$ cat src/rtl/prog_counter_pkg.sv
// -----------------------------------------------------------------------------
// prog_counter_pkg
//   Shared types and defaults for the programmable event counter.
//   - dir_e  : count direction (DIR_UP / DIR_DOWN)
//   - mode_e : periodic or one-shot operation
//   - DEFAULT_WIDTH / DEFAULT_PRESCALE_WIDTH : default parameter values
// -----------------------------------------------------------------------------
package prog_counter_pkg;

  typedef enum logic {
    DIR_UP   = 1'b0,
    DIR_DOWN = 1'b1
  } dir_e;

  typedef enum logic {
    MODE_PERIODIC = 1'b0,
    MODE_ONESHOT  = 1'b1
  } mode_e;

  localparam int DEFAULT_WIDTH          = 16;
  localparam int DEFAULT_PRESCALE_WIDTH = 8;

endpackage : prog_counter_pkg

$ cat src/rtl/counter_prescaler.sv
// -----------------------------------------------------------------------------
// counter_prescaler
//   Clock-enable divider for prog_counter. Produces a combinational TICK_OUT
//   once every PRESCALE_IN+1 enabled, non-held cycles.
//
// Ports:
//   CLK          in  clock, rising edge
//   RESET        in  asynchronous, active-high reset (pc -> 0)
//   ENABLE_IN    in  advance the divider this cycle
//   HOLD_IN      in  freeze the divider and suppress the tick (one-shot halt)
//   CLR_IN       in  synchronous clear of pc (counter clear or load)
//   PRESCALE_IN  in  divide ratio minus one, sampled live
//   TICK_OUT     out combinational tick to the count stage
// -----------------------------------------------------------------------------
module counter_prescaler #(
  parameter int PRESCALE_WIDTH = prog_counter_pkg::DEFAULT_PRESCALE_WIDTH
) (
  input  logic                      CLK,
  input  logic                      RESET,
  input  logic                      ENABLE_IN,
  input  logic                      HOLD_IN,
  input  logic                      CLR_IN,
  input  logic [PRESCALE_WIDTH-1:0] PRESCALE_IN,
  output logic                      TICK_OUT
);

  logic [PRESCALE_WIDTH-1:0] pc_q, pc_d;
  logic                      advance;

  assign advance = ENABLE_IN && !HOLD_IN;

  // Greater-or-equal rather than equality: if PRESCALE_IN is lowered below
  // the running pc, the next enabled cycle ticks instead of wrapping pc.
  // This also means pc never exceeds PRESCALE_IN-1 before incrementing, so
  // the +1 below cannot overflow.
  assign TICK_OUT = advance && (pc_q >= PRESCALE_IN);

  // NOTE: every always_comb output gets a default first so no path leaves it
  // unassigned; an unassigned path would infer a latch.
  always_comb begin
    pc_d = pc_q;
    if (CLR_IN) begin
      pc_d = '0;
    end else if (advance) begin
      pc_d = TICK_OUT ? '0 : pc_q + PRESCALE_WIDTH'(1);
    end
  end

  // NOTE: sequential state uses non-blocking assignments so every register
  // samples the pre-edge values, independent of statement order.
  always_ff @(posedge CLK or posedge RESET) begin
    if (RESET) begin
      pc_q <= '0;
    end else begin
      pc_q <= pc_d;
    end
  end

endmodule : counter_prescaler

$ cat src/rtl/prog_counter.sv
// -----------------------------------------------------------------------------
// prog_counter
//   Runtime-programmable up/down event counter with prescaler, synchronous
//   clear/load and one-shot mode. TRIG_OUT of one instance can drive
//   ENABLE_IN of the next to build timing chains.
//
// Ports:
//   CLK          in  clock, rising edge
//   RESET        in  asynchronous, active-high reset
//   ENABLE_IN    in  count enable (prescaler advances only when high)
//   CLEAR_IN     in  synchronous clear to the start value of DIR_IN
//   LOAD_IN      in  synchronous load of LOAD_VAL
//   LOAD_VAL     in  value loaded when LOAD_IN=1
//   MAX_IN       in  terminal value, sampled live
//   DIR_IN       in  0 = up, 1 = down
//   ONESHOT_IN   in  0 = periodic, 1 = stop after first terminal event
//   PRESCALE_IN  in  tick every PRESCALE_IN+1 enabled cycles
//   COUNT        out current count, registered
//   TRIG_OUT     out one-cycle pulse after a terminal tick, registered
//   DONE_OUT     out sticky one-shot expired flag
// -----------------------------------------------------------------------------
module prog_counter
  import prog_counter_pkg::*;
#(
  parameter int WIDTH          = DEFAULT_WIDTH,
  parameter int PRESCALE_WIDTH = DEFAULT_PRESCALE_WIDTH
) (
  input  logic                      CLK,
  input  logic                      RESET,
  input  logic                      ENABLE_IN,
  input  logic                      CLEAR_IN,
  input  logic                      LOAD_IN,
  input  logic [WIDTH-1:0]          LOAD_VAL,
  input  logic [WIDTH-1:0]          MAX_IN,
  input  logic                      DIR_IN,
  input  logic                      ONESHOT_IN,
  input  logic [PRESCALE_WIDTH-1:0] PRESCALE_IN,
  output logic [WIDTH-1:0]          COUNT,
  output logic                      TRIG_OUT,
  output logic                      DONE_OUT
);

  dir_e             dir;
  mode_e            mode;
  logic             tick;
  logic             halted;
  logic             terminal;
  logic [WIDTH-1:0] count_q, count_d;
  logic             trig_q, trig_d;
  logic             done_q, done_d;

  assign dir  = dir_e'(DIR_IN);
  assign mode = mode_e'(ONESHOT_IN);

  // The run/halted state lives entirely in DONE_OUT and ONESHOT_IN: dropping
  // ONESHOT_IN releases the freeze without clearing the sticky flag.
  assign halted = (mode == MODE_ONESHOT) && done_q;

  counter_prescaler #(
    .PRESCALE_WIDTH (PRESCALE_WIDTH)
  ) u_prescaler (
    .CLK         (CLK),
    .RESET       (RESET),
    .ENABLE_IN   (ENABLE_IN),
    .HOLD_IN     (halted),
    .CLR_IN      (CLEAR_IN || LOAD_IN),
    .PRESCALE_IN (PRESCALE_IN),
    .TICK_OUT    (tick)
  );

  // Priority: CLEAR_IN > LOAD_IN > tick. The terminal compare uses >= in up
  // mode so a count above MAX_IN (after a load or a MAX_IN change) wraps on
  // the next tick, and MAX_IN = all-ones wraps without an overflow path.
  always_comb begin
    count_d  = count_q;
    trig_d   = 1'b0;
    done_d   = done_q;
    terminal = 1'b0;
    if (CLEAR_IN) begin
      count_d = (dir == DIR_DOWN) ? MAX_IN : '0;
      done_d  = 1'b0;
    end else if (LOAD_IN) begin
      count_d = LOAD_VAL;
      done_d  = 1'b0;
    end else if (tick) begin
      if (dir == DIR_UP) begin
        terminal = (count_q >= MAX_IN);
        count_d  = terminal ? '0 : count_q + WIDTH'(1);
      end else begin
        // Down mode only terminates at zero; a count above MAX_IN simply
        // keeps decrementing.
        terminal = (count_q == '0);
        count_d  = terminal ? MAX_IN : count_q - WIDTH'(1);
      end
      trig_d = terminal;
      if (terminal && (mode == MODE_ONESHOT)) begin
        done_d = 1'b1;
      end
    end
  end

  always_ff @(posedge CLK or posedge RESET) begin
    if (RESET) begin
      count_q <= '0;
      trig_q  <= 1'b0;
      done_q  <= 1'b0;
    end else begin
      count_q <= count_d;
      trig_q  <= trig_d;
      done_q  <= done_d;
    end
  end

  assign COUNT    = count_q;
  assign TRIG_OUT = trig_q;
  assign DONE_OUT = done_q;

endmodule : prog_counter

$ cat config.mk
export PLATFORM = sky130hd
export DESIGN_NAME = prog_counter
export DESIGN_NICKNAME = d
export VERILOG_FILES = /design/src/rtl/prog_counter_pkg.sv /design/src/rtl/counter_prescaler.sv /design/src/rtl/prog_counter.sv
export SDC_FILE = /design/constraint.sdc
export NUM_CORES = 1
export LEC_CHECK = 0
export BUFFER_PORTS_ARGS = -buffer_cell sky130_fd_sc_hd__buf_4
export CAP_MARGIN = 10
export CORE_MARGIN = 2
export CORE_UTILIZATION = 50
export DETAILED_ROUTE_END_ITERATION = 8
export GPL_TIMING_DRIVEN = 0
export PLACE_DENSITY = 0.77
export RECOVER_POWER = 25
export SLEW_MARGIN = 10
export SYNTH_ARGS = -nofsm -noshare
export SYNTH_HDL_FRONTEND = slang
export SYNTH_SLANG_ARGS = --single-unit
$ cat constraint.sdc
create_clock -name CLK -period 2.36 [get_ports CLK]
set_clock_uncertainty 0.1 [all_clocks]
set_input_delay 0.472 -clock CLK [delete_from_list [all_inputs] [get_ports CLK]]
set_output_delay 0.472 -clock CLK [all_outputs]
set_load 0.005 [all_outputs]
; ---- After elaboration in Yosys (flattened, before gate mapping)
; Index checks and enable logic that the tools add are counted.
[totals]
out_inout_bits = 18
input_bits = 47
elab_cells = 41
register_bits = 26
[op_classes]
muxes = 21
magnitude_cmp = 2
n_reduce_logical = 11
add_sub_neg = 3
[ops]
columns = operator, n
row1 = $mux W16, 7
row2 = $mux W8, 3
row3 = $add A16 B1 Y16 const B, 1
row4 = $ge A16 B16 Y1, 1
row5 = $logic_not A16 Y1, 1
row6 = $sub A16 B1 Y16 const B, 1
row7 = $mux W1, 11
row8 = $add A8 B1 Y8 const B, 1
row9 = $ge A8 B8 Y1, 1
row10 = $reduce_bool A3 Y1, 2
row11 = $logic_and A1 B1 Y1, 4
row12 = $reduce_and A2 Y1, 1
row13 = $reduce_bool A2 Y1, 1
row14 = $logic_not A1 Y1, 1
row15 = $logic_or A1 B1 Y1, 1

; ---- Depth between registers and ports, before layout
[logic_depth]
depth_word = 12
depth_mapped = 10
ltp_nobuf = 8

; ---- Cells and area by module
; Synthesis repeated with hierarchy kept, for this count alone.
[unflattened]
hier_cells = 392
area_unflattened_um2 = 3042.9
[by_module_without_submodules]
columns = module, seq_area_each_um2, n_inst, area_per_inst_um2, cells_each
row1 = prog_counter, 450.4, 1, 2386.0, 317
row2 = counter_prescaler, 200.2, 1, 656.9, 75

; ---- Least setup slack after synthesis
; No wires, ideal clock.
[synth_path]
kind = reg-to-reg
from = register count_q[0] (netlist: COUNT[0])
to = register count_q[8] (netlist: COUNT[8])
period_less_slack_ns = 2.552
setup_time_ns = 0.082
path_buffers = 1
stages_incl_launch_ff = 10
arrival_ns = 2.370
path_slack_ns = -0.192
required_ns = 2.178
path_cell_list = dfrtp_1 -> inv_1 -> ha_1 -> nand2b_1 -> a2111oi_0 -> nor3_1 -> nor4_4 -> buf_4 -> o2111ai_1 -> a31oi_1
[synth_via]
elab_chain_cells = 6
word_cells_on_any_way = 10
classes_between = add/sub (2) / order compare (1) / mux (6) / reduce/logical (1)
[synth_rtl]
columns = element, line_no
row1 = from (decl), prog_counter.sv:48  ; logic [WIDTH-1:0] count_q, count_d;
row2 = from (signal assigned), prog_counter.sv:108  ; count_q <= count_d;
row3 = $add A16 B1 Y16 (tied with other cells), prog_counter.sv:88  ; count_d = terminal ? '0 : count_q + WIDTH'(1);
row4 = $mux W16 (on tied branches), "prog_counter.sv:88, prog_counter.sv:93"
row5 = $mux W16 *, prog_counter.sv:86  ; if (dir == DIR_UP) begin
row6 = $mux W16 *, prog_counter.sv:85  ; end else if (tick) begin
row7 = $mux W16 *, prog_counter.sv:82  ; end else if (LOAD_IN) begin
row8 = $mux W16 *, prog_counter.sv:79  ; if (CLEAR_IN) begin
; Every way passes the cells marked *; elsewhere a longest branch is shown, timed or not. The select of a mux whose other input is x is not followed.
; A chain may end at the register's enable or synchronous reset.

; ---- Final worst setup path
[layout_path]
from = register count_q[9] (netlist: COUNT[9])
to = register count_q[8] (netlist: COUNT[8])
[layout_via]
elab_chain_cells = 6
word_cells_on_any_way = 8
classes_between = order compare (1) / mux (6) / reduce/logical (1)
[layout_rtl]
columns = element, line_no
row1 = $ge A16 B16 Y1 / $logic_not A16 Y1 (equally long branches), "prog_counter.sv:87, prog_counter.sv:92"
row2 = $mux W16 (on tied branches), "prog_counter.sv:88, prog_counter.sv:93"
row3 = $mux W16 *, prog_counter.sv:86
row4 = $mux W16 *, prog_counter.sv:85
row5 = $mux W16 *, prog_counter.sv:82
row6 = $mux W16 *, prog_counter.sv:79
; Marked as above.

==> impl_metrics.env <==
export IMPL_total_power_w=0.00183
export IMPL_layout_setup_ws_ps=-51.4
export IMPL_violations="setup timing"
export IMPL_hp_class="input pin to async pin"
export IMPL_setup_violations=2
export IMPL_cts_tree="yes"
export IMPL_htree_levels=1
export IMPL_post_route_period_util_pct=102
export IMPL_root_buffer="clkbuf_8"
export IMPL_status="finished, violations left"
export IMPL_drtAntennaViolNets=0
export IMPL_initial_core_util_pct=51.0
export IMPL_fin_area_sq_um=4190
export IMPL_syn_area_sq_um=2980
export IMPL_areaGrowthSynthToFinish_pct=40.7
export IMPL_die_area_sq_um=6600
export IMPL_grt_pass1_vias=3187
export IMPL_hold_viol=0
export IMPL_synth_cells=376
export IMPL_period_needed_ps=2410
export IMPL_async_reset_ff_share_pct=100
export IMPL_critPathKind="register to register"
export IMPL_critPathLaunchType="register"
export IMPL_multi_input_area_sq_um=2340
export IMPL_ir_drop_mv=0.298
export IMPL_dieHeight_um=81.2
export IMPL_cts_buffers=3
export IMPL_gp_congestion=0.974
export IMPL_core_area_sq_um=5850
export IMPL_fmax_mhz=415
export IMPL_synth_largest_area_cell="dfrtp_1"
export IMPL_dp_hpwl_um=6970
export IMPL_drive_gt1_share_pct=34.5
export IMPL_cts_path_max_buffers=2
export IMPL_avgSynthCellArea_sq_um=7.93
export IMPL_synth_net_count=451
export IMPL_yosys_cell_types_count=58
export IMPL_worst_pin_slew_ps=710
export IMPL_cp_arrival_ps=2480
export IMPL_n_fill_cell=438
export IMPL_max_slew_margin_pct=52.7
export IMPL_drt_vias_per_instance=6.44
export IMPL_grt_max_degree=27
export IMPL_finalMaxSlewViolations=0
export IMPL_wl_um=10300
export IMPL_io_pins=65
export IMPL_grt_pass1_wl_um=15400
export IMPL_diodes=0
export IMPL_layout_area_seq_sq_um=658
export IMPL_cp_max_fo=5
export IMPL_synth_edf_count=0
export IMPL_die_w_um=81.2
export IMPL_post_route_drc_count=0
export IMPL_antenna_found_initial=0
export IMPL_ys_warn_count=0
export IMPL_clock_sinks=26
export IMPL_dr_pass1_iters=5
export IMPL_maxCapViolations=0
export IMPL_synth_top_cell_area_share_pct=21.8
export IMPL_clk_pin_slew_worst_paths_ps=120
export IMPL_endpoint_kind="register"
export IMPL_ys_seq_elements=26
export IMPL_cts_hold_buf=0
export IMPL_grt_usage_pct=30.2
export IMPL_place_area_sq_um=3550
export IMPL_wl_per_cell_um=18.7
export IMPL_grt_overflow=0
export IMPL_rows=28
export IMPL_clk_latency_ps=290
export IMPL_ys_flop_type="dfrtp_1"
export IMPL_synth_yosys_seq_area_share_pct=21.8
export IMPL_nNetsFinal=552
export IMPL_required_ps=2430
export IMPL_num_vias=3547
export IMPL_power_density_nw_per_um2=437
export IMPL_drtIter0Drc=391
export IMPL_portBuffers=62
export IMPL_synth_area_leaders="dfrtp_1 22%, ha_1 12%, a22oi_1 5.0%"
export IMPL_p_leak_nw=1.88
export IMPL_rsz0062_at_grt="yes"
==> layout by cell type (no fill, tap or decap), types with 6 or more instances in the layout <==
| master | synthesis | routed |
|---|---|---|
| buf_6 | 3 | 7 |
| buf_4 | 1 | 94 |
| dfrtp_1 | 26 | 20 |
| o21a_1 | 6 | 6 |
| o21ai_1 | 3 | 6 |
| dfrtp_2 | 0 | 6 |
| o21ai_0 | 16 | 12 |
| xor2_1 | 15 | 15 |
| a22oi_1 | 20 | 20 |
| nand2_1 | 30 | 30 |
| inv_1 | 31 | 30 |
| nand4_1 | 9 | 9 |
| nand3_1 | 17 | 17 |
| nor2_1 | 21 | 20 |
| xnor2_1 | 11 | 11 |
| clkbuf_1 | 18 | 11 |
| ha_1 | 28 | 26 |
| o31ai_1 | 12 | 12 |
| a21oi_1 | 16 | 13 |
| a31oi_1 | 10 | 9 |
==> state kept, by name (all words and copies together), names as in the netlist <==
signal            count
COUNT                16
DONE_OUT              1
TRIG_OUT              1
u_prescaler.pc_q      8
==> worst max-delay path, cell delays in order, from the launching register on <==
cell     delay (ps)
dfrtp_1         440
buf_6           150
or4_4           540
o41ai_4         470
buf_4           220
o31ai_1          70
a22oi_1         160
a31oi_1         140
==> power breakdown <==
part           leakage, nW  internal (W)  total (W)  switching, W
Clock               0.0357      0.000228   0.000405      0.000177
Combinational         1.51      0.000423   0.000902      0.000479
Sequential           0.333      0.000481   0.000528     0.0000469
==> cells by family after synthesis <==
family                     synth area share (%)
buffers and inverters                      8.43
adders and majority gates                  11.8
AOI/OAI and AO/OA                          28.9
xor gates and xnor gates                   7.64
and+or+nand+nor                            21.5
DFF                                        21.8
==> what timing repair did <==
action                     4_1_cts  5_1_grt
cloned                           0        1
setup endpoints to repair       24       17
gates resized for setup         33       44
pin swaps                       16       11
setup buffers                   16       16
==> worst paths after layout <==
kind / start / end / slack [ps] / depth (start not counted)
max reg2reg: COUNT[9] / COUNT[8] / -50 / 7
min in group CLK: MAX_IN[9] / COUNT[9] / 320 / 3
max in group asynchronous: RESET / COUNT[1] / 1480 / 3
max: COUNT[9] / COUNT[8] / -50 / 7
min reg2reg: DONE_OUT / DONE_OUT / 470 / 2
min: RESET / u_prescaler.pc_q[1] / 140 / 2
==> per-stage QoR <==
stage	TNS [ps]	util (%)	setup WS, ps	hold slack (ps)	std cells
floorplan	0	-	13.1	409	376
global placement	-12420	60.7	-772	432	513
detailed placement	-12850	60.7	-787	443	513
CTS	-184	66.3	-60.5	319	533
global route	-826	71.7	-155	211	551
finish	-73.4	71.7	-51.4	145	551
==> cell usage after synthesis (all sizes together), types with 3 or more instances <==
library cell and n:
a221oi 5, clkbuf 18, a211oi 10, nor3 8
inv 31, buf 8, nand3 17, a21oi 16
xnor2 11, nor2 21, or4 3, and4 5
a22oi 20, ha 28, a21o 4, dfrtp 26
o21ai 19, o31ai 12, or3 3, a31oi 10
nand2 30, xor2 15, and2 4, nor4 6
nand4 9, o21a 6
==> area by class of cell <==
cell class / instances / area share (%)
Buffer: 26 / 4.06
Clock buffer: 3 / 0.984
Clock inverter: 1 / 0.716
Inverter: 33 / 3.01
Multi-Input combinational cell: 291 / 55.9
Sequential cell: 26 / 15.7
Tap cell: 75 / 2.24
Timing Repair Buffer: 96 / 17.4
==> routing by layer <==
| layer | vias up | global-route usage (%) | part of all wire, % |
|---|---|---|---|
| li1 | 1607 | - | - |
| met1 | 1666 | 38.5 | 39 |
| met2 | 222 | 51.9 | 48 |
| met3 | 52 | 2.78 | 8.3 |
| met4 | 0 | 13.1 | 3.9 |
| met5 | - | 0 | 0 |
(Power assumes the default switching activity.)
